--- src/rtl/ogege_video_pkg.sv ---
`default_nettype none
// ============================================================================
//  Package     : ogege_video_pkg
//  Description : Shared definitions for the raster timing path: the default
//                640x480@60 timing set, the sync polarity encoding and a
//                ceiling-log2 helper for sizing counters from parameters.
//  Revision    : 1.0 - initial release
// ============================================================================
package ogege_video_pkg;

  // 640x480@60 timing (25 MHz pixel rate)
  localparam int VGA_H_ACTIVE = 640;
  localparam int VGA_H_FP     = 16;
  localparam int VGA_H_SYNC   = 96;
  localparam int VGA_H_BP     = 48;
  localparam int VGA_V_ACTIVE = 480;
  localparam int VGA_V_FP     = 10;
  localparam int VGA_V_SYNC   = 2;
  localparam int VGA_V_BP     = 33;

  typedef enum logic {
    SYNC_NEG = 1'b0,
    SYNC_POS = 1'b1
  } sync_pol_t;

  // Smallest r with 2**r >= value.
  function automatic int clog2(input int value);
    int r;
    r = 0;
    while ((1 << r) < value) begin
      r = r + 1;
    end
    return r;
  endfunction

endpackage : ogege_video_pkg
`default_nettype wire

--- src/rtl/video_timing_gen_pix_ce_div.sv ---
`default_nettype none
// ============================================================================
//  Module      : pix_ce_div
//  Description : Pixel clock-enable divider. A modulo-CLK_DIV counter that
//                starts at 0 after reset release; o_ce is registered and is
//                high while the counter holds CLK_DIV-1, so the first enable
//                is consumed on the CLK_DIV-th clock edge after release.
//  Revision    : 1.0 - initial release
//
//  Ports       : clk   in  system clock
//                rstn  in  asynchronous active-low reset
//                o_ce  out one-clock enable every CLK_DIV clocks
// ============================================================================
module pix_ce_div
  import ogege_video_pkg::*;
#(
  parameter int CLK_DIV = 4
) (
  input  logic clk,
  input  logic rstn,
  output logic o_ce
);

  localparam int              c_dw   = clog2(CLK_DIV);
  localparam logic [c_dw-1:0] c_last = c_dw'(CLK_DIV - 1);

  logic [c_dw-1:0] r_div;
  logic [c_dw-1:0] w_div_nxt;

  always_comb begin
    w_div_nxt = (r_div == c_last) ? '0 : r_div + c_dw'(1);
  end

  // o_ce is derived from the next divider value so it lines up with the
  // cycle in which the divider holds its terminal count.
  always_ff @(posedge clk or negedge rstn) begin
    if (!rstn) begin
      r_div <= '0;
      o_ce  <= 1'b0;
    end else begin
      r_div <= w_div_nxt;
      o_ce  <= (w_div_nxt == c_last);
    end
  end

endmodule : pix_ce_div
`default_nettype wire

--- src/rtl/video_timing_gen.sv ---
`default_nettype none
// ============================================================================
//  Module      : video_timing_gen
//  Description : Raster timing generator running on clk_100mhz with a pixel
//                clock-enable. Produces pixel/line counters, DE, syncs,
//                text-cell counters, a line-compare pulse and a frame-start
//                pulse. All timing outputs are registered from the next-state
//                counts so they change on the same edge as hcount/vcount.
//  Revision    : 1.0 - initial release
//
//  Build option: OGEGE_FRAME_COUNTER_EN adds o_frame_cnt (completed frames).
//
//  Ports       : clk_100mhz    in  system clock
//                rstn_i        in  asynchronous active-low reset
//                i_line_cmp    in  line for o_line_irq, sampled at line start
//                o_pix_ce      out pixel enable, one clk every CLK_DIV clks
//                o_hcount      out pixel within line
//                o_vcount      out line within frame
//                o_de          out active video
//                o_hsync       out horizontal sync (HSYNC_POL active level)
//                o_vsync       out vertical sync (VSYNC_POL active level)
//                o_cell_col    out pixel within glyph
//                o_glyph_row   out line within glyph
//                o_text_col    out text column (saturates at 127)
//                o_text_row    out text row (saturates at 63)
//                o_frame_start out one-clk pulse when counts become (0,0)
//                o_line_irq    out one-clk pulse at start of line i_line_cmp
//                o_frame_cnt   out completed frames (option only)
// ============================================================================
module video_timing_gen
  import ogege_video_pkg::*;
#(
  parameter int        CLK_DIV   = 4,
  parameter int        H_ACTIVE  = VGA_H_ACTIVE,
  parameter int        H_FP      = VGA_H_FP,
  parameter int        H_SYNC    = VGA_H_SYNC,
  parameter int        H_BP      = VGA_H_BP,
  parameter int        V_ACTIVE  = VGA_V_ACTIVE,
  parameter int        V_FP      = VGA_V_FP,
  parameter int        V_SYNC    = VGA_V_SYNC,
  parameter int        V_BP      = VGA_V_BP,
  parameter int        HSZ       = 10,
  parameter int        VSZ       = 10,
  parameter int        GLYPH_W   = 8,
  parameter int        GLYPH_H   = 8,
  parameter sync_pol_t HSYNC_POL = SYNC_NEG,
  parameter sync_pol_t VSYNC_POL = SYNC_NEG
) (
  input  logic                        clk_100mhz,
  input  logic                        rstn_i,
  input  logic [VSZ-1:0]              i_line_cmp,
  output logic                        o_pix_ce,
  output logic [HSZ-1:0]              o_hcount,
  output logic [VSZ-1:0]              o_vcount,
  output logic                        o_de,
  output logic                        o_hsync,
  output logic                        o_vsync,
  output logic [clog2(GLYPH_W)-1:0]   o_cell_col,
  output logic [clog2(GLYPH_H)-1:0]   o_glyph_row,
  output logic [6:0]                  o_text_col,
  output logic [5:0]                  o_text_row,
  output logic                        o_frame_start,
  output logic                        o_line_irq
`ifdef OGEGE_FRAME_COUNTER_EN
  ,
  output logic [15:0]                 o_frame_cnt
`endif
);

  localparam int c_h_total = H_ACTIVE + H_FP + H_SYNC + H_BP;
  localparam int c_v_total = V_ACTIVE + V_FP + V_SYNC + V_BP;
  localparam int c_cw      = clog2(GLYPH_W);
  localparam int c_gw      = clog2(GLYPH_H);

  localparam logic [HSZ-1:0]  c_h_last   = HSZ'(c_h_total - 1);
  localparam logic [HSZ-1:0]  c_h_act    = HSZ'(H_ACTIVE);
  localparam logic [HSZ-1:0]  c_hs_start = HSZ'(H_ACTIVE + H_FP);
  localparam logic [HSZ-1:0]  c_hs_end   = HSZ'(H_ACTIVE + H_FP + H_SYNC);
  localparam logic [VSZ-1:0]  c_v_last   = VSZ'(c_v_total - 1);
  localparam logic [VSZ-1:0]  c_v_act    = VSZ'(V_ACTIVE);
  localparam logic [VSZ-1:0]  c_vs_start = VSZ'(V_ACTIVE + V_FP);
  localparam logic [VSZ-1:0]  c_vs_end   = VSZ'(V_ACTIVE + V_FP + V_SYNC);
  localparam logic [c_cw-1:0] c_cc_last  = c_cw'(GLYPH_W - 1);
  localparam logic [c_gw-1:0] c_gr_last  = c_gw'(GLYPH_H - 1);
  localparam logic            c_hs_act   = (HSYNC_POL == SYNC_POS);
  localparam logic            c_vs_act   = (VSYNC_POL == SYNC_POS);

  logic [VSZ-1:0] r_line_cmp;
  logic           w_h_wrap;
  logic           w_v_wrap;
  logic [HSZ-1:0] w_hcount_nxt;
  logic [VSZ-1:0] w_vcount_nxt;
  logic           w_de_nxt;
  logic           w_hsync_nxt;
  logic           w_vsync_nxt;

  pix_ce_div #(
    .CLK_DIV (CLK_DIV)
  ) u_pix_ce_div (
    .clk  (clk_100mhz),
    .rstn (rstn_i),
    .o_ce (o_pix_ce)
  );

  always_comb begin
    w_h_wrap     = (o_hcount == c_h_last);
    w_v_wrap     = (o_vcount == c_v_last);
    w_hcount_nxt = w_h_wrap ? '0 : o_hcount + HSZ'(1);
    w_vcount_nxt = o_vcount;
    if (w_h_wrap) begin
      w_vcount_nxt = w_v_wrap ? '0 : o_vcount + VSZ'(1);
    end
    w_de_nxt    = (w_hcount_nxt < c_h_act) && (w_vcount_nxt < c_v_act);
    w_hsync_nxt = ((w_hcount_nxt >= c_hs_start) && (w_hcount_nxt < c_hs_end))
                  ? c_hs_act : ~c_hs_act;
    w_vsync_nxt = ((w_vcount_nxt >= c_vs_start) && (w_vcount_nxt < c_vs_end))
                  ? c_vs_act : ~c_vs_act;
  end

  always_ff @(posedge clk_100mhz or negedge rstn_i) begin
    if (!rstn_i) begin
      o_hcount      <= '0;
      o_vcount      <= '0;
      o_de          <= 1'b0;
      o_hsync       <= ~c_hs_act;
      o_vsync       <= ~c_vs_act;
      o_cell_col    <= '0;
      o_glyph_row   <= '0;
      o_text_col    <= '0;
      o_text_row    <= '0;
      o_frame_start <= 1'b0;
      o_line_irq    <= 1'b0;
      r_line_cmp    <= '0;
`ifdef OGEGE_FRAME_COUNTER_EN
      o_frame_cnt   <= '0;
`endif
    end else begin
      o_frame_start <= 1'b0;
      o_line_irq    <= 1'b0;
      if (o_pix_ce) begin
        o_hcount <= w_hcount_nxt;
        o_vcount <= w_vcount_nxt;
        o_de     <= w_de_nxt;
        o_hsync  <= w_hsync_nxt;
        o_vsync  <= w_vsync_nxt;
        if (w_h_wrap) begin
          o_cell_col <= '0;
          o_text_col <= '0;
          // Compare against the value captured at the previous line start,
          // then capture the current request for the next one. Values
          // outside the frame can never equal a valid vcount.
          o_line_irq <= (w_vcount_nxt == r_line_cmp);
          r_line_cmp <= i_line_cmp;
          if (w_v_wrap) begin
            o_glyph_row   <= '0;
            o_text_row    <= '0;
            o_frame_start <= 1'b1;
`ifdef OGEGE_FRAME_COUNTER_EN
            o_frame_cnt   <= o_frame_cnt + 16'd1;
`endif
          end else if (o_glyph_row == c_gr_last) begin
            o_glyph_row <= '0;
            if (o_text_row != 6'd63) begin
              o_text_row <= o_text_row + 6'd1;
            end
          end else begin
            o_glyph_row <= o_glyph_row + c_gw'(1);
          end
        end else if (o_cell_col == c_cc_last) begin
          o_cell_col <= '0;
          if (o_text_col != 7'd127) begin
            o_text_col <= o_text_col + 7'd1;
          end
        end else begin
          o_cell_col <= o_cell_col + c_cw'(1);
        end
      end
    end
  end

endmodule : video_timing_gen
`default_nettype wire

--- config.mk ---
export PLATFORM = sky130hd
export DESIGN_NAME = video_timing_gen
export DESIGN_NICKNAME = d
export VERILOG_FILES = /design/src/rtl/ogege_video_pkg.sv /design/src/rtl/video_timing_gen_pix_ce_div.sv /design/src/rtl/video_timing_gen.sv
export SDC_FILE = /design/constraint.sdc
export NUM_CORES = 1
export LEC_CHECK = 0
export BUFFER_PORTS_ARGS = -buffer_cell sky130_fd_sc_hd__buf_2
export CAP_MARGIN = 10
export CORE_AREA = 2 2 89 91
export DETAILED_ROUTE_END_ITERATION = 7
export DIE_AREA = 0 0 91 93
export PLACE_DENSITY_LB_ADDON = 0.08
export SYNTH_ARGS = -nofsm -noshare
export SYNTH_HDL_FRONTEND = slang
export SYNTH_SLANG_ARGS = --single-unit
--- constraint.sdc ---
create_clock -name clk_100mhz -period 2.5 [get_ports clk_100mhz]
set_input_delay 0.75 -clock clk_100mhz [delete_from_list [all_inputs] [get_ports clk_100mhz]]
set_output_delay 0.75 -clock clk_100mhz [all_outputs]
set_load 0.01 [all_outputs]
---- Word-level counts from Yosys, hierarchy flattened ----
Cells that the tools add are included.
storage, ports and cells
  bits of input ports ..................... 12
  output and inout bits ................... 45
  register bits after elaboration ......... 57
  logic and storage cells ................. 67
cells by class
  reductions and logical operators ........ 10
  equality and inequality tests ........... 9
  multiplexer cells ....................... 21
  order comparisons ....................... 6
  add/sub/neg operators ................... 7
operators with widths
  operator               number
  $mux 10                3
  $mux 7                 3
  $add 10x1->10 const B  2
  $eq 10x10->1 const B   2
  $lt 10x10->1 const B   2
  $lt 10x9->1 const B    2
  $mux 6                 3
  $mux 3                 4
  $eq 10x10->1           1
  $ge 10x10->1 const B   1
  $ge 10x9->1 const B    1
  $reduce_bool 2->1      4
  $add 7x1->7 const B    1
  $mux 1                 7
  $ne 7x7->1 const B     1
  $add 3x1->3 const B    2
  $add 6x1->6 const B    1
  $eq 3x3->1 const B     2
  $ne 6x6->1 const B     1
  $eq 2x2->1 const B     2
  $reduce_and 4->1       1
  $logic_and 1x1->1      3
  $reduce_and 3->1       1
  $add 2x1->2 const B    1
  2 further kinds        2

---- Depth between registers and ports, before layout ----
Gate-level depths: netlist (run 1).
  depth in word-level cells ............... 6
  depth in mapped cells ................... 10

---- By module ----
From an unflattened synthesis (run 1), not the netlist that was laid out.
unflattened totals
  cell total of the unflattened synthesis .. 345
  area total of the unflattened synthesis .. 3201.8 sq um
by module, submodules not included
  module            seq. area each (sq um)  cells an instance  area each (sq um)  times used
  video_timing_gen  1353.8                  337                3090.5             1
  pix_ce_div        75.1                    8                  111.4              1

---- Worst setup path before layout (run 1) ----
Ideal clock, no wire load.
  kind .................................... reg-to-reg
  start ................................... register o_hcount[0]
  end ..................................... register o_line_irq
  arrival time ............................ 2.041 ns
  setup time .............................. 0.096 ns
  buffers on the path ..................... 0
  stages on the path, launching flop included .. 8
  clock period less this slack ............ 2.137 ns
  path slack .............................. 0.363 ns
  cells stage by stage .................... dfrtp_1 ha_1 nand4_4 nor4_1 mux2i_1 xor2_1 o2111ai_1 nor4_2
on the way
  word-level cells in the longest chain between the ends .. 5
RTL lines
  item                    RTL line                 source
  start, declared         video_timing_gen.sv:53   output logic [HSZ-1:0] o_hcount,
  start signal, assigned  video_timing_gen.sv:141  o_hcount <= w_hcount_nxt;
  $eq 10x10->1 (*)        video_timing_gen.sv:106  w_h_wrap = (o_hcount == c_h_last);
  $mux 10                 video_timing_gen.sv:110  if (w_h_wrap) begin
  $eq 10x10->1            video_timing_gen.sv:152  o_line_irq <= (w_vcount_nxt == r_line_cmp);
  $mux 1 (*)              video_timing_gen.sv:146  if (w_h_wrap) begin
  $mux 1 (*)              video_timing_gen.sv:140  if (o_pix_ce) begin
  end signal, assigned    video_timing_gen.sv:152
  end, declared           video_timing_gen.sv:63   output logic o_line_irq
Every way passes the cells marked *; elsewhere a longest branch is shown, timed or not.
A chain may end at the register's enable or synchronous reset.

---- Worst setup path after layout (run 1) ----
  start ................................... register o_hcount[0]
  end ..................................... register o_hsync
on the way
  word-level cells in the longest chain between the ends .. 5
RTL lines
  item                                                  RTL line                                          source
  $add 10x1->10 / $eq 10x10->1 (equally long branches)  video_timing_gen.sv:108, video_timing_gen.sv:106
  $mux 10 (*)                                           video_timing_gen.sv:108                           w_hcount_nxt = w_h_wrap ? '0 : o_hcount + HSZ'(1);
  $ge 10x10->1 / $lt 10x10->1 (equally long branches)   video_timing_gen.sv:114                           w_hsync_nxt = ((w_hcount_nxt >= c_hs_start) && (w_hcount_nxt < c_hs_end))
  $logic_and 1x1->1 (*)                                 video_timing_gen.sv:114
  $mux 1 (*)                                            video_timing_gen.sv:115                           ? c_hs_act : ~c_hs_act;
  end signal, assigned                                  video_timing_gen.sv:125                           o_hsync <= ~c_hs_act;
  end signal, assigned                                  video_timing_gen.sv:144                           o_hsync <= w_hsync_nxt;
  end, declared                                         video_timing_gen.sv:56                            output logic o_hsync,
Marked as above.

==> impl_metrics.prom, run 1 <==
# TYPE chip_impl_metric gauge
chip_impl_metric{name="share_clk_of_total_power",unit="%"} 44.2
chip_impl_info{name="combinational_family_with_the_most_area_after_synthesis",value="simple AND/OR/NAND/NOR gates"} 1
chip_impl_metric{name="grtUsageTotal",unit="%"} 21.1
chip_impl_metric{name="seq_power_share",unit="%"} 54.1
chip_impl_metric{name="globalRouteOverflowTotal",unit=""} 0
chip_impl_metric{name="power-per-cell-area",unit="nW/um2"} 438
chip_impl_info{name="worstSetupStartpoint",value="o_hcount[0]"} 1
chip_impl_metric{name="per_cell_routed_wire_length",unit="um"} 16.2
chip_impl_metric{name="grt_start_max_net_pins",unit=""} 58
chip_impl_metric{name="crit_arrival",unit="ps"} 2590
chip_impl_metric{name="finalSetupViolCount",unit=""} 0
chip_impl_metric{name="setup_ws",unit="ps"} 168
chip_impl_info{name="type_of_the_worst_min_delay_path",value="in2async"} 1
chip_impl_metric{name="vdd_ir_drop_max",unit="mV"} 0.209
chip_impl_metric{name="worst_slew_pin_slew",unit="ps"} 498
chip_impl_metric{name="detail-route-antenna-nets",unit=""} 0
chip_impl_metric{name="ff2ff_setup_slack",unit="ps"} 170
chip_impl_metric{name="cts.hold.buffers_added",unit=""} 0
chip_impl_info{name="worst_r2r_endpoint",value="o_hsync"} 1
chip_impl_metric{name="clock-skew-final",unit="ps"} 9.30
chip_impl_metric{name="finalWeightedCongestion",unit=""} 0.881
chip_impl_info{name="critical_path_class",value="reg2reg"} 1
chip_impl_metric{name="first_iter_violations",unit=""} 177
chip_impl_info{name="r2r_start",value="o_hcount[0]"} 1
chip_impl_metric{name="hold_slack",unit="ps"} 399
chip_impl_info{name="status",value="complete, no violations"} 1
chip_impl_metric{name="power.share.switching",unit="%"} 22.6
chip_impl_metric{name="power_frac_comb",unit="%"} 1.8
chip_impl_metric{name="inserted_clock_buffers",unit=""} 9
chip_impl_metric{name="floorplan.initialDensity",unit="%"} 43.6
chip_impl_metric{name="timing.fmax",unit="MHz"} 429
chip_impl_metric{name="worst_setup_hold_path_clk_slew",unit="ps"} 60
chip_impl_metric{name="internal-power",unit="uW"} 1320
chip_impl_metric{name="biggest_fanout_along_the_worst_timing_path",unit=""} 7
chip_impl_metric{name="antenna_found_initial",unit=""} 0
chip_impl_metric{name="simple_gate_portion_of_the_synthesized_area",unit="%"} 26.7
chip_impl_info{name="startpoint_type",value="register"} 1
chip_impl_metric{name="die-height",unit="um"} 93
chip_impl_metric{name="rows",unit=""} 32
chip_impl_metric{name="grt_first_pass_wirelength",unit="um"} 13900
chip_impl_metric{name="dp_slack",unit="ps"} 192
chip_impl_metric{name="io_buffer_count",unit=""} 56
chip_impl_info{name="cp-end-kind",value="register"} 1
chip_impl_metric{name="detail_route.first_pass.iterations",unit=""} 5
chip_impl_info{name="ys.flop_type",value="sky130_fd_sc_hd__dfrtp_1"} 1
chip_impl_metric{name="ff2ff_path_depth",unit=""} 7
chip_impl_metric{name="synthCells",unit=""} 357
chip_impl_metric{name="cts.path.max_buffers",unit=""} 2
chip_impl_metric{name="area_growth_syn_to_layout",unit="%"} 18.5
chip_impl_metric{name="nFillCells",unit=""} 787
chip_impl_metric{name="drive_gt1_share",unit="%"} 24.8
chip_impl_metric{name="die_area",unit="um2"} 8460
chip_impl_metric{name="post_synth_num_cell_types",unit=""} 62
chip_impl_metric{name="insertedDiodeCount",unit=""} 0
chip_impl_metric{name="final_nets",unit=""} 442
chip_impl_metric{name="synth.ff_latch_count",unit=""} 57
chip_impl_metric{name="number_of_flops_mapped_to_enable_cells_by_yosys",unit=""} 0
chip_impl_metric{name="timing.slew.headroom",unit="%"} 66.6
chip_impl_metric{name="fin_tns_setup",unit="ps"} 0
chip_impl_metric{name="drt-vias-per-instance",unit=""} 5.47
chip_impl_metric{name="final_hold_viol_count",unit=""} 0
chip_impl_metric{name="total_standard_cell_area_after_synthesis",unit="um2"} 3280
chip_impl_info{name="clock_tree.root_cell",value="sky130_fd_sc_hd__clkbuf_8"} 1
chip_impl_metric{name="cts.sink_count",unit=""} 57
chip_impl_metric{name="core_region_area",unit="um2"} 7530
chip_impl_metric{name="synth_compound_gate_area_share",unit="%"} 13.1
chip_impl_metric{name="worst-endpoint-required",unit="ps"} 2760
chip_impl_metric{name="synth.yosys.seq_area_share",unit="%"} 43.5
chip_impl_metric{name="synth-xor-area-share",unit="%"} 7.96
chip_impl_metric{name="synth.area.mux_share",unit="%"} 0.952
chip_impl_metric{name="first_global_vias",unit=""} 2647
chip_impl_info{name="grt_setup_unrepaired",value="false"} 1
chip_impl_metric{name="power.switching",unit="uW"} 386
chip_impl_info{name="tritoncts",value="done"} 1
chip_impl_metric{name="layout_worst_path_cycle_share",unit="%"} 93.3
chip_impl_metric{name="dieWidth",unit="um"} 91
chip_impl_metric{name="count_of_h_tree_levels_built_during_cts",unit=""} 3
chip_impl_metric{name="yosysWarnings",unit=""} 0
chip_impl_info{name="synth_top_cell_by_area",value="sky130_fd_sc_hd__dfrtp_1"} 1
chip_impl_info{name="post_synth_main_area_contributors",value="sky130_fd_sc_hd__dfrtp_1, sky130_fd_sc_hd__nand2_1, sky130_fd_sc_hd__xnor2_1"} 1
chip_impl_metric{name="wl",unit="um"} 8500
chip_impl_metric{name="fin_crit",unit="ps"} 2330
chip_impl_metric{name="ioPinCount",unit=""} 57
chip_impl_metric{name="vias",unit=""} 2877
chip_impl_metric{name="syn-num-nets",unit=""} 380
chip_impl_metric{name="dp.final_hpwl",unit="um"} 5990
chip_impl_metric{name="clk_lat_worst_skew",unit="ps"} 340
chip_impl_metric{name="final_max_slew_viol_count",unit=""} 0
chip_impl_metric{name="asyncSetResetFlopFracSynth",unit="%"} 100
chip_impl_metric{name="post_synth.cell_area_avg",unit="um2"} 9.20
chip_impl_metric{name="p_leak",unit="uW"} 0.00178
chip_impl_metric{name="fin_area",unit="um2"} 3890
chip_impl_metric{name="remaining_drc_errors",unit=""} 0
chip_impl_metric{name="post_synth_fa_ha_maj_area_fraction",unit="%"} 4.19
chip_impl_metric{name="max_cap_violations",unit=""} 0
chip_impl_metric{name="dpl_cell_area",unit="um2"} 3700
chip_impl_metric{name="synth_top_cell_area_share",unit="%"} 41.9
final cells by class:
| cell class | instances | area [um2] | area share [%] |
|---|---|---|---|
| multi-input combinational | 274 | 1760 | 45.1 |
| inverter | 9 | 33.8 | 0.868 |
| tap | 102 | 128 | 3.28 |
| timing repair buffer | 68 | 383 | 9.84 |
| clock buffer | 15 | 156 | 4.02 |
| sequential | 57 | 1430 | 36.7 |
| clock inverter | 1 | 5.00 | 0.129 |
power by group through the flow:
stage	sequential (uW)	combinational, uW	clock, uW
finish	923	29.9	753
detailed placement	939	32.1	0
global route	921	34.6	821
CTS	922	32.0	777
floorplan	940	0.178	0
global placement	939	31.7	0
how the worst max path moves through the flow:
stage,cells past startpoint,endpoint,slack [ps]
after CTS,7,o_vsync,140
after global routing,7,o_line_irq,0.4
after detailed placement,7,o_line_irq,190
final,7,o_hsync,170
after global placement,7,o_line_irq,160
after floorplan,7,o_line_irq,360
cells in the mapped netlist, types with 3 or more instances:
cell                       instances
sky130_fd_sc_hd__nand2_1          70
sky130_fd_sc_hd__buf_2             8
sky130_fd_sc_hd__xnor2_1          18
sky130_fd_sc_hd__xor2_1           10
sky130_fd_sc_hd__and3_2            3
sky130_fd_sc_hd__o31ai_1           3
sky130_fd_sc_hd__and3_1            5
sky130_fd_sc_hd__nand4_1           5
sky130_fd_sc_hd__nand3_1          18
sky130_fd_sc_hd__clkbuf_1          6
sky130_fd_sc_hd__ha_1             11
sky130_fd_sc_hd__o21ai_0          18
sky130_fd_sc_hd__a21oi_1          15
sky130_fd_sc_hd__nor3_1            5
sky130_fd_sc_hd__nor2_1           30
sky130_fd_sc_hd__inv_1             9
sky130_fd_sc_hd__nor4_1            5
sky130_fd_sc_hd__a31oi_1           5
sky130_fd_sc_hd__dfrtp_1          55
registers in the layout, indices dropped and copies added (netlist names):
signal / flops
o_text_col: 7
o_hsync: 1
o_hcount: 10
r_line_cmp: 10
o_glyph_row: 3
o_vsync: 1
o_line_irq: 1
u_pix_ce_div.o_ce: 1
o_cell_col: 3
o_text_row: 6
o_frame_start: 1
o_de: 1
u_pix_ce_div.r_div: 2
o_vcount: 10
stage by stage:
stage / utilization, % / cells / total power, uW
final: 51.7 / 526 / 1710
after global routing: 51.7 / 526 / 1780
after CTS: 51.3 / 525 / 1730
after detailed placement: 49.2 / 509 / 972
after global placement: 49.2 / 509 / 971
after floorplan: - / 357 / 940
worst max-delay path: stages, from the launching register on:
cell,delay (ps)
sky130_fd_sc_hd__dfrtp_1,430
sky130_fd_sc_hd__ha_1,300
sky130_fd_sc_hd__nand4_4,230
sky130_fd_sc_hd__or3_4,440
sky130_fd_sc_hd__xnor2_2,190
sky130_fd_sc_hd__o2111ai_1,130
sky130_fd_sc_hd__a2111oi_1,460
sky130_fd_sc_hd__nor2_1,70
cell families after synthesis:
kind of cell | count (synthesis)
adders and majority gates | 11
buffers and inverters | 26
muxes | 3
DFF | 57
and+or+nand+nor | 166
xor gates and xnor gates | 29
AOI/OAI and AO/OA | 65
cell usage in the layout, fill, tap and decap left out, types with 3 or more instances in the layout:
cell type / synthesis / final
sky130_fd_sc_hd__nor4_1: 5 / 3
sky130_fd_sc_hd__nand2_1: 70 / 70
sky130_fd_sc_hd__clkbuf_1: 6 / 5
sky130_fd_sc_hd__xnor2_1: 18 / 18
sky130_fd_sc_hd__nor4_2: 1 / 3
sky130_fd_sc_hd__ha_1: 11 / 10
sky130_fd_sc_hd__buf_2: 8 / 56
sky130_fd_sc_hd__nand4_1: 5 / 5
sky130_fd_sc_hd__xor2_1: 10 / 10
sky130_fd_sc_hd__and3_2: 3 / 3
sky130_fd_sc_hd__a21oi_1: 15 / 15
sky130_fd_sc_hd__and3_1: 5 / 5
sky130_fd_sc_hd__o31ai_1: 3 / 3
sky130_fd_sc_hd__o21ai_0: 18 / 18
sky130_fd_sc_hd__buf_4: 0 / 11
sky130_fd_sc_hd__clkbuf_8: 0 / 10
sky130_fd_sc_hd__nor3_1: 5 / 5
sky130_fd_sc_hd__nand3_1: 18 / 18
sky130_fd_sc_hd__inv_1: 9 / 9
sky130_fd_sc_hd__dfrtp_1: 55 / 55
sky130_fd_sc_hd__nor2_1: 30 / 30
sky130_fd_sc_hd__a31oi_1: 5 / 5
repair_timing:
item	CTS	global route
gates resized for setup	0	4
buffers inserted	0	1
endpoints found under the setup margin	0	2
per-layer routing:
metal  GRT usage (%)  vias up  routed length [um]
met5               0        -                   0
met4            8.59        0                 167
met3            4.11       13                 461
met2            30.7       83                3810
met1            30.8     1395                4060
li1                -     1386                   -
(Power assumes the default switching activity.)
==> run 2, diff against run 1 <==
Settings changed: CTS_BUF_LIST set to sky130_fd_sc_hd__clkbuf_4 sky130_fd_sc_hd__clkbuf_8, SETUP_SLACK_MARGIN set to 0.5.
==> run 2 against run 1 <==
  * Register-to-register slack gained 260 ps
  * Final cell count grew 5.1%
  * Sequential power is essentially flat
  * Critical path depth is the same
  * Sequential share of layout area shrank 3.1 points
  * Flip-flop and latch count is the same
  * Fmax grew 13%
  * Largest power group is now clock
  * Clock power grew 28%
  * Via count grew 3.9%
==> impl_metrics.prom, run 2 (synthesis results as in run 1) <==
# TYPE chip_impl_metric gauge
chip_impl_info{name="status",value="complete, no violations"} 1
chip_impl_metric{name="clk_lat_worst_skew",unit="ps"} 340
chip_impl_metric{name="grt_first_pass_wirelength",unit="um"} 14400
chip_impl_metric{name="worst_slew_pin_slew",unit="ps"} 441
chip_impl_metric{name="final_hold_viol_count",unit=""} 0
chip_impl_metric{name="ff2ff_path_depth",unit=""} 7
chip_impl_info{name="type_of_the_worst_min_delay_path",value="in2async"} 1
chip_impl_metric{name="cts.sink_count",unit=""} 57
chip_impl_metric{name="vias",unit=""} 2988
chip_impl_metric{name="dpl_cell_area",unit="um2"} 3740
chip_impl_metric{name="dp.final_hpwl",unit="um"} 6080
chip_impl_metric{name="total_power",unit="uW"} 1910
chip_impl_metric{name="remaining_drc_errors",unit=""} 0
chip_impl_metric{name="first_iter_violations",unit=""} 171
chip_impl_metric{name="globalRouteOverflowTotal",unit=""} 0
chip_impl_metric{name="drt-vias-per-instance",unit=""} 5.40
chip_impl_metric{name="fin_area",unit="um2"} 4290
chip_impl_metric{name="io_buffer_count",unit=""} 56
chip_impl_metric{name="cts.path.max_buffers",unit=""} 2
chip_impl_metric{name="worst-endpoint-required",unit="ps"} 2750
chip_impl_metric{name="dieWidth",unit="um"} 91
chip_impl_info{name="layout.cells.most_common",value="sky130_fd_sc_hd__nand2_1"} 1
chip_impl_metric{name="timing.fmax",unit="MHz"} 483
chip_impl_metric{name="worst-path-buf-inv",unit=""} 0
chip_impl_metric{name="layout_worst_path_cycle_share",unit="%"} 82.9
chip_impl_metric{name="drive_gt1_share",unit="%"} 35.9
chip_impl_metric{name="grtUsageTotal",unit="%"} 21.6
chip_impl_metric{name="vdd_ir_drop_max",unit="mV"} 0.249
chip_impl_metric{name="floorplan.initialDensity",unit="%"} 43.6
chip_impl_metric{name="count_of_h_tree_levels_built_during_cts",unit=""} 3
chip_impl_metric{name="wl",unit="um"} 8900
chip_impl_info{name="grt_setup_unrepaired",value="true"} 1
chip_impl_metric{name="timing.slew.headroom",unit="%"} 70.6
chip_impl_metric{name="grt_start_max_net_pins",unit=""} 40
chip_impl_metric{name="fin_crit",unit="ps"} 2070
chip_impl_metric{name="insertedDiodeCount",unit=""} 0
chip_impl_metric{name="ioPinCount",unit=""} 57
chip_impl_metric{name="worst_setup_hold_path_clk_slew",unit="ps"} 70
chip_impl_metric{name="die_area",unit="um2"} 8460
chip_impl_info{name="startpoint_type",value="register"} 1
chip_impl_metric{name="power-per-cell-area",unit="nW/um2"} 446
chip_impl_info{name="clock_tree.root_cell",value="sky130_fd_sc_hd__clkbuf_8"} 1
chip_impl_metric{name="detail-route-antenna-nets",unit=""} 0
chip_impl_metric{name="per_cell_routed_wire_length",unit="um"} 16.1
chip_impl_metric{name="fin_util",unit="%"} 57.0
chip_impl_metric{name="timing.critical_path.depth",unit=""} 7
chip_impl_metric{name="biggest_fanout_along_the_worst_timing_path",unit=""} 6
chip_impl_info{name="cell_at_the_slowest_stage_of_the_critical_path",value="sky130_fd_sc_hd__dfrtp_2"} 1
chip_impl_metric{name="p_leak",unit="uW"} 0.00197
chip_impl_metric{name="die-height",unit="um"} 93
chip_impl_metric{name="crit_arrival",unit="ps"} 2320
chip_impl_metric{name="max_cap_violations",unit=""} 0
chip_impl_info{name="final_cell_mix",value="sky130_fd_sc_hd__nand2_1, sky130_fd_sc_hd__buf_2, sky130_fd_sc_hd__dfrtp_1"} 1
chip_impl_info{name="top_regs",value="o_hcount x10, o_vcount x10, r_line_cmp x10"} 1
chip_impl_metric{name="clock-skew-final",unit="ps"} 10.6
chip_impl_metric{name="core_region_area",unit="um2"} 7530
chip_impl_metric{name="final_max_slew_viol_count",unit=""} 0
chip_impl_info{name="cp-end-kind",value="register"} 1
chip_impl_metric{name="finalSetupViolCount",unit=""} 0
chip_impl_metric{name="first_global_vias",unit=""} 2832
chip_impl_info{name="tritoncts",value="done"} 1
chip_impl_metric{name="final_nets",unit=""} 469
chip_impl_metric{name="antenna_found_initial",unit=""} 0
chip_impl_metric{name="timing.critical_path.slowest_cell_delay",unit="ps"} 390
chip_impl_metric{name="finalWeightedCongestion",unit=""} 0.914
chip_impl_metric{name="detail_route.first_pass.iterations",unit=""} 5
chip_impl_metric{name="inserted_clock_buffers",unit=""} 9
chip_impl_metric{name="area_growth_syn_to_layout",unit="%"} 30.7
chip_impl_info{name="worstPathCellList",value="ha_4 -> nand4_4 -> nor4_4 -> mux2i_2 -> xor2_1 -> o2111ai_1 -> nor4_2"} 1
chip_impl_metric{name="rows",unit=""} 32
chip_impl_info{name="worst_path_dominant_cell_family",value="simple AND/OR/NAND/NOR gates"} 1
chip_impl_info{name="critical_path_class",value="reg2reg"} 1
chip_impl_metric{name="fin_tns_setup",unit="ps"} 0
[run 2: cell types whose count changed in the layout (fill, tap and decap cells not counted), sizes merged]
cell	delta
buf	+27
bufinv	+2
clkbuf	-4
clkinvlp	+2
[run 2: report_power, final]
group / switching, uW / total, uW / internal (uW)
Combinational: 20.3 / 29.6 / 9.27
Clock: 380 / 962 / 582
Sequential: 0 / 922 / 922
Total: 401 / 1910 / 1510
[run 2: timing repair]
action	4_1_cts	5_1_grt
cloned	0	1
pin swaps	10	8
resized for setup	16	16
endpoints found under the setup margin	9	16
setup buffers	17	9
endpoints found under the hold margin	0	0
hold buffers	0	0
[run 2: worst paths after layout]
| path | to | slack, ps | from |
|---|---|---|---|
| max | o_line_irq | 430 | o_hcount[0] |
| max reg2reg | o_line_irq | 430 | o_hcount[0] |
| min reg2reg | u_pix_ce_div.r_div[0] | 460 | u_pix_ce_div.r_div[0] |
| min | o_vcount[5] | 350 | rstn_i |
| max in group asynchronous | o_vsync | 1540 | rstn_i |
| min in group clk_100mhz | u_pix_ce_div.r_div[0] | 460 | u_pix_ce_div.r_div[0] |
[run 2: metal layers]
layer / track usage, % / wire (um) / vias to the layer above
met3: 3.87 / 468 / 23
met5: 0 / 0 / -
met2: 32.1 / 3950 / 106
li1: - / - / 1437
met1: 30.4 / 4230 / 1422
met4: 10.9 / 250 / 0
[run 2: layout make-up]
type / count / area [um2]
clock buffer: 11 / 139
clock inverter: 5 / 80.1
fill: 712 / 3230
inverter: 9 / 33.8
multi-input combinational: 274 / 1870
sequential: 57 / 1440
tap: 102 / 128
timing repair buffer: 95 / 599
[run 2: through the flow]
stage	setup slack, ps	cells	hold WS [ps]
after floorplan	484	357	428
after global placement	196	510	440
after detailed placement	189	510	453
after CTS	459	543	360
after global routing	326	553	390
final	428	553	352
==> run 3, diff against run 2 <==
Clock period 2.5 ns to 2 ns, I/O delays scaled along.
==> run 3 against run 2 <==
  * The flow now finishes with violations (setup timing)
  * First-iteration DRC count shrank 12%
  * Global-route usage grew 2.6 points
  * Worst setup slack got worse by 450 ps
==> impl_metrics.prom, run 3 (synthesis results as in run 1) <==
# TYPE chip_impl_metric gauge
chip_impl_info{name="tritoncts",value="done"} 1
chip_impl_info{name="final_cell_mix",value="sky130_fd_sc_hd__buf_4, sky130_fd_sc_hd__buf_6, sky130_fd_sc_hd__nand2_1"} 1
chip_impl_metric{name="cts.hold.buffers_added",unit=""} 0
chip_impl_metric{name="ff2ff_path_depth",unit=""} 8
chip_impl_metric{name="power-per-cell-area",unit="nW/um2"} 432
chip_impl_info{name="status",value="finished, violations left"} 1
chip_impl_metric{name="first_iter_violations",unit=""} 151
chip_impl_metric{name="timing.critical_path.slowest_cell_delay",unit="ps"} 430
chip_impl_metric{name="globalRouteOverflowTotal",unit=""} 0
chip_impl_metric{name="dieWidth",unit="um"} 91
chip_impl_info{name="clock_tree.root_cell",value="sky130_fd_sc_hd__clkbuf_8"} 1
chip_impl_metric{name="inserted_clock_buffers",unit=""} 9
chip_impl_info{name="critical_path_class",value="reg2reg"} 1
chip_impl_metric{name="drive_gt1_share",unit="%"} 56.8
chip_impl_metric{name="max_cap_violations",unit=""} 0
chip_impl_metric{name="fin_crit",unit="ps"} 2020
chip_impl_metric{name="crit_arrival",unit="ps"} 2270
chip_impl_metric{name="antenna_found_initial",unit=""} 0
chip_impl_metric{name="grt_start_max_net_pins",unit=""} 58
chip_impl_metric{name="fin_tns_setup",unit="ps"} -17.9
chip_impl_metric{name="remaining_drc_errors",unit=""} 0
chip_impl_metric{name="die_area",unit="um2"} 8460
chip_impl_metric{name="dp.final_hpwl",unit="um"} 6200
chip_impl_metric{name="clock-skew-final",unit="ps"} 15.6
chip_impl_metric{name="grt_first_pass_wirelength",unit="um"} 16100
chip_impl_metric{name="core_region_area",unit="um2"} 7530
chip_impl_metric{name="cts.sink_count",unit=""} 57
chip_impl_info{name="startpoint_type",value="register"} 1
chip_impl_metric{name="timing.slew.headroom",unit="%"} 77.1
chip_impl_metric{name="worst_setup_hold_path_clk_slew",unit="ps"} 80
chip_impl_metric{name="first_global_vias",unit=""} 3182
chip_impl_metric{name="final_hold_viol_count",unit=""} 0
chip_impl_info{name="cp-end-kind",value="register"} 1
chip_impl_metric{name="io_buffer_count",unit=""} 56
chip_impl_metric{name="fin_util",unit="%"} 74.0
chip_impl_metric{name="total_power",unit="uW"} 2400
chip_impl_metric{name="insertedDiodeCount",unit=""} 0
chip_impl_metric{name="wl",unit="um"} 10500
chip_impl_metric{name="cts.path.max_buffers",unit=""} 2
chip_impl_metric{name="worst-endpoint-required",unit="ps"} 2260
chip_impl_metric{name="ioPinCount",unit=""} 57
chip_impl_metric{name="area_growth_syn_to_layout",unit="%"} 69.5
chip_impl_metric{name="die-height",unit="um"} 93
chip_impl_metric{name="drt-vias-per-instance",unit=""} 5.35
chip_impl_metric{name="detail-route-antenna-nets",unit=""} 0
chip_impl_info{name="worstPathCellList",value="ha_4 -> buf_4 -> nand4_1 -> or2_2 -> nor2_1 -> xnor2_1 -> a221o_1 -> nor4_2"} 1
chip_impl_metric{name="vdd_ir_drop_max",unit="mV"} 0.346
chip_impl_metric{name="timing.critical_path.depth",unit=""} 8
chip_impl_metric{name="setup_ws",unit="ps"} -17.8
chip_impl_metric{name="count_of_h_tree_levels_built_during_cts",unit=""} 3
chip_impl_info{name="cell_at_the_slowest_stage_of_the_critical_path",value="sky130_fd_sc_hd__dfrtp_2"} 1
chip_impl_metric{name="finalWeightedCongestion",unit=""} 0.941
chip_impl_metric{name="rows",unit=""} 32
chip_impl_metric{name="biggest_fanout_along_the_worst_timing_path",unit=""} 6
chip_impl_metric{name="final_max_slew_viol_count",unit=""} 0
chip_impl_info{name="violations",value="setup timing"} 1
chip_impl_metric{name="detail_route.first_pass.iterations",unit=""} 4
chip_impl_info{name="top_regs",value="o_hcount x10, o_vcount x10, r_line_cmp x10"} 1
chip_impl_metric{name="p_leak",unit="uW"} 0.00257
chip_impl_metric{name="worst-path-buf-inv",unit=""} 1
chip_impl_info{name="type_of_the_worst_min_delay_path",value="in2async"} 1
chip_impl_metric{name="grtUsageTotal",unit="%"} 24.2
chip_impl_metric{name="timing.fmax",unit="MHz"} 496
chip_impl_metric{name="final_nets",unit=""} 544
chip_impl_metric{name="worst_slew_pin_slew",unit="ps"} 342
chip_impl_metric{name="clk_lat_worst_skew",unit="ps"} 350
chip_impl_metric{name="per_cell_routed_wire_length",unit="um"} 16.7
chip_impl_info{name="layout.cells.most_common",value="sky130_fd_sc_hd__buf_4"} 1
chip_impl_metric{name="hold_slack",unit="ps"} 244
chip_impl_info{name="worst_path_dominant_cell_family",value="simple AND/OR/NAND/NOR gates"} 1
chip_impl_metric{name="layout_worst_path_cycle_share",unit="%"} 101
chip_impl_metric{name="finalSetupViolCount",unit=""} 2
chip_impl_metric{name="floorplan.initialDensity",unit="%"} 43.6
chip_impl_info{name="grt_setup_unrepaired",value="true"} 1
chip_impl_metric{name="vias",unit=""} 3360
## run 3: cell types whose count changed in the layout (fill, tap and decap cells not counted), moves of 5 or more
cell	before	now
sky130_fd_sc_hd__buf_2	57	35
sky130_fd_sc_hd__nand2_4	0	6
sky130_fd_sc_hd__nand2_1	69	52
sky130_fd_sc_hd__o21ai_2	0	7
sky130_fd_sc_hd__a21oi_1	14	9
sky130_fd_sc_hd__nor2_4	0	7
sky130_fd_sc_hd__buf_4	35	67
sky130_fd_sc_hd__o21ai_0	17	7
sky130_fd_sc_hd__nor2_1	28	19
sky130_fd_sc_hd__nand2_2	1	11
sky130_fd_sc_hd__buf_6	1	58
sky130_fd_sc_hd__a21oi_2	1	6
## run 3: cell type report
cell class	instances	area, um2
timing repair buffer	170	1510
fill	558	1960
multi-input combinational	274	2230
clock buffer	10	131
sequential	57	1450
tap	102	128
inverter	9	33.8
clock inverter	6	82.6
## run 3: through the flow
step	std cells	instance area, um2	setup slack, ps
4_1_cts	603	4900	31.6
6_report	628	5570	-17.8
2_1_floorplan	357	3420	21.0
3_5_place_dp	544	4070	-26.8
5_1_grt	628	5570	-117
3_3_place_gp	544	4070	-20.0
## run 3: path summary, 6_finish.rpt
path / startpoint / end / slack (ps)
min in group clk_100mhz: i_line_cmp[2] / r_line_cmp[2] / 450
worst max-delay path: o_vcount[0] / o_line_irq / -20
worst min-delay path: rstn_i / o_hcount[2] / 240
worst min register to register: u_pix_ce_div.r_div[0] / u_pix_ce_div.r_div[0] / 460
worst max register to register: o_vcount[0] / o_line_irq / -20
max in group asynchronous: rstn_i / o_vsync / 1450
## run 3: worst register-to-register path, cell delays in order, from the launching register on
cell and delay, ps:
sky130_fd_sc_hd__dfrtp_2 430, sky130_fd_sc_hd__ha_4 200, sky130_fd_sc_hd__buf_4 130, sky130_fd_sc_hd__nand4_1 100, sky130_fd_sc_hd__or2_2 330, sky130_fd_sc_hd__nor2_1 130
sky130_fd_sc_hd__xnor2_1 80, sky130_fd_sc_hd__a221o_1 270, sky130_fd_sc_hd__nor4_2 250
## run 3: routing by layer
metal	part of all wire [%]	vias to the layer above	global-route usage, %	wire (um)
met5	0	-	0	0
met4	1.8	0	8.33	191
met3	3.6	20	4.67	377
met2	52	90	40.6	5430
met1	43	1652	31.5	4470
li1	-	1598	-	-
## run 3: what timing repair did
item | in CTS | in global routing
endpoints found under the hold margin | 0 | 0
pin swaps | 14 | 31
buffers inserted | 41 | 25
gates resized for setup | 66 | 111
cloned | 2 | 0
endpoints found under the setup margin | 87 | 86
## run 3: power breakdown
part	leakage (uW)	switching (uW)	internal (uW)	total, uW
sequential	0.000688	0	1150	1150
combinational	0.00177	26.7	11.7	38.4
clock	0.000109	506	709	1210
total	0.00257	532	1870	2400
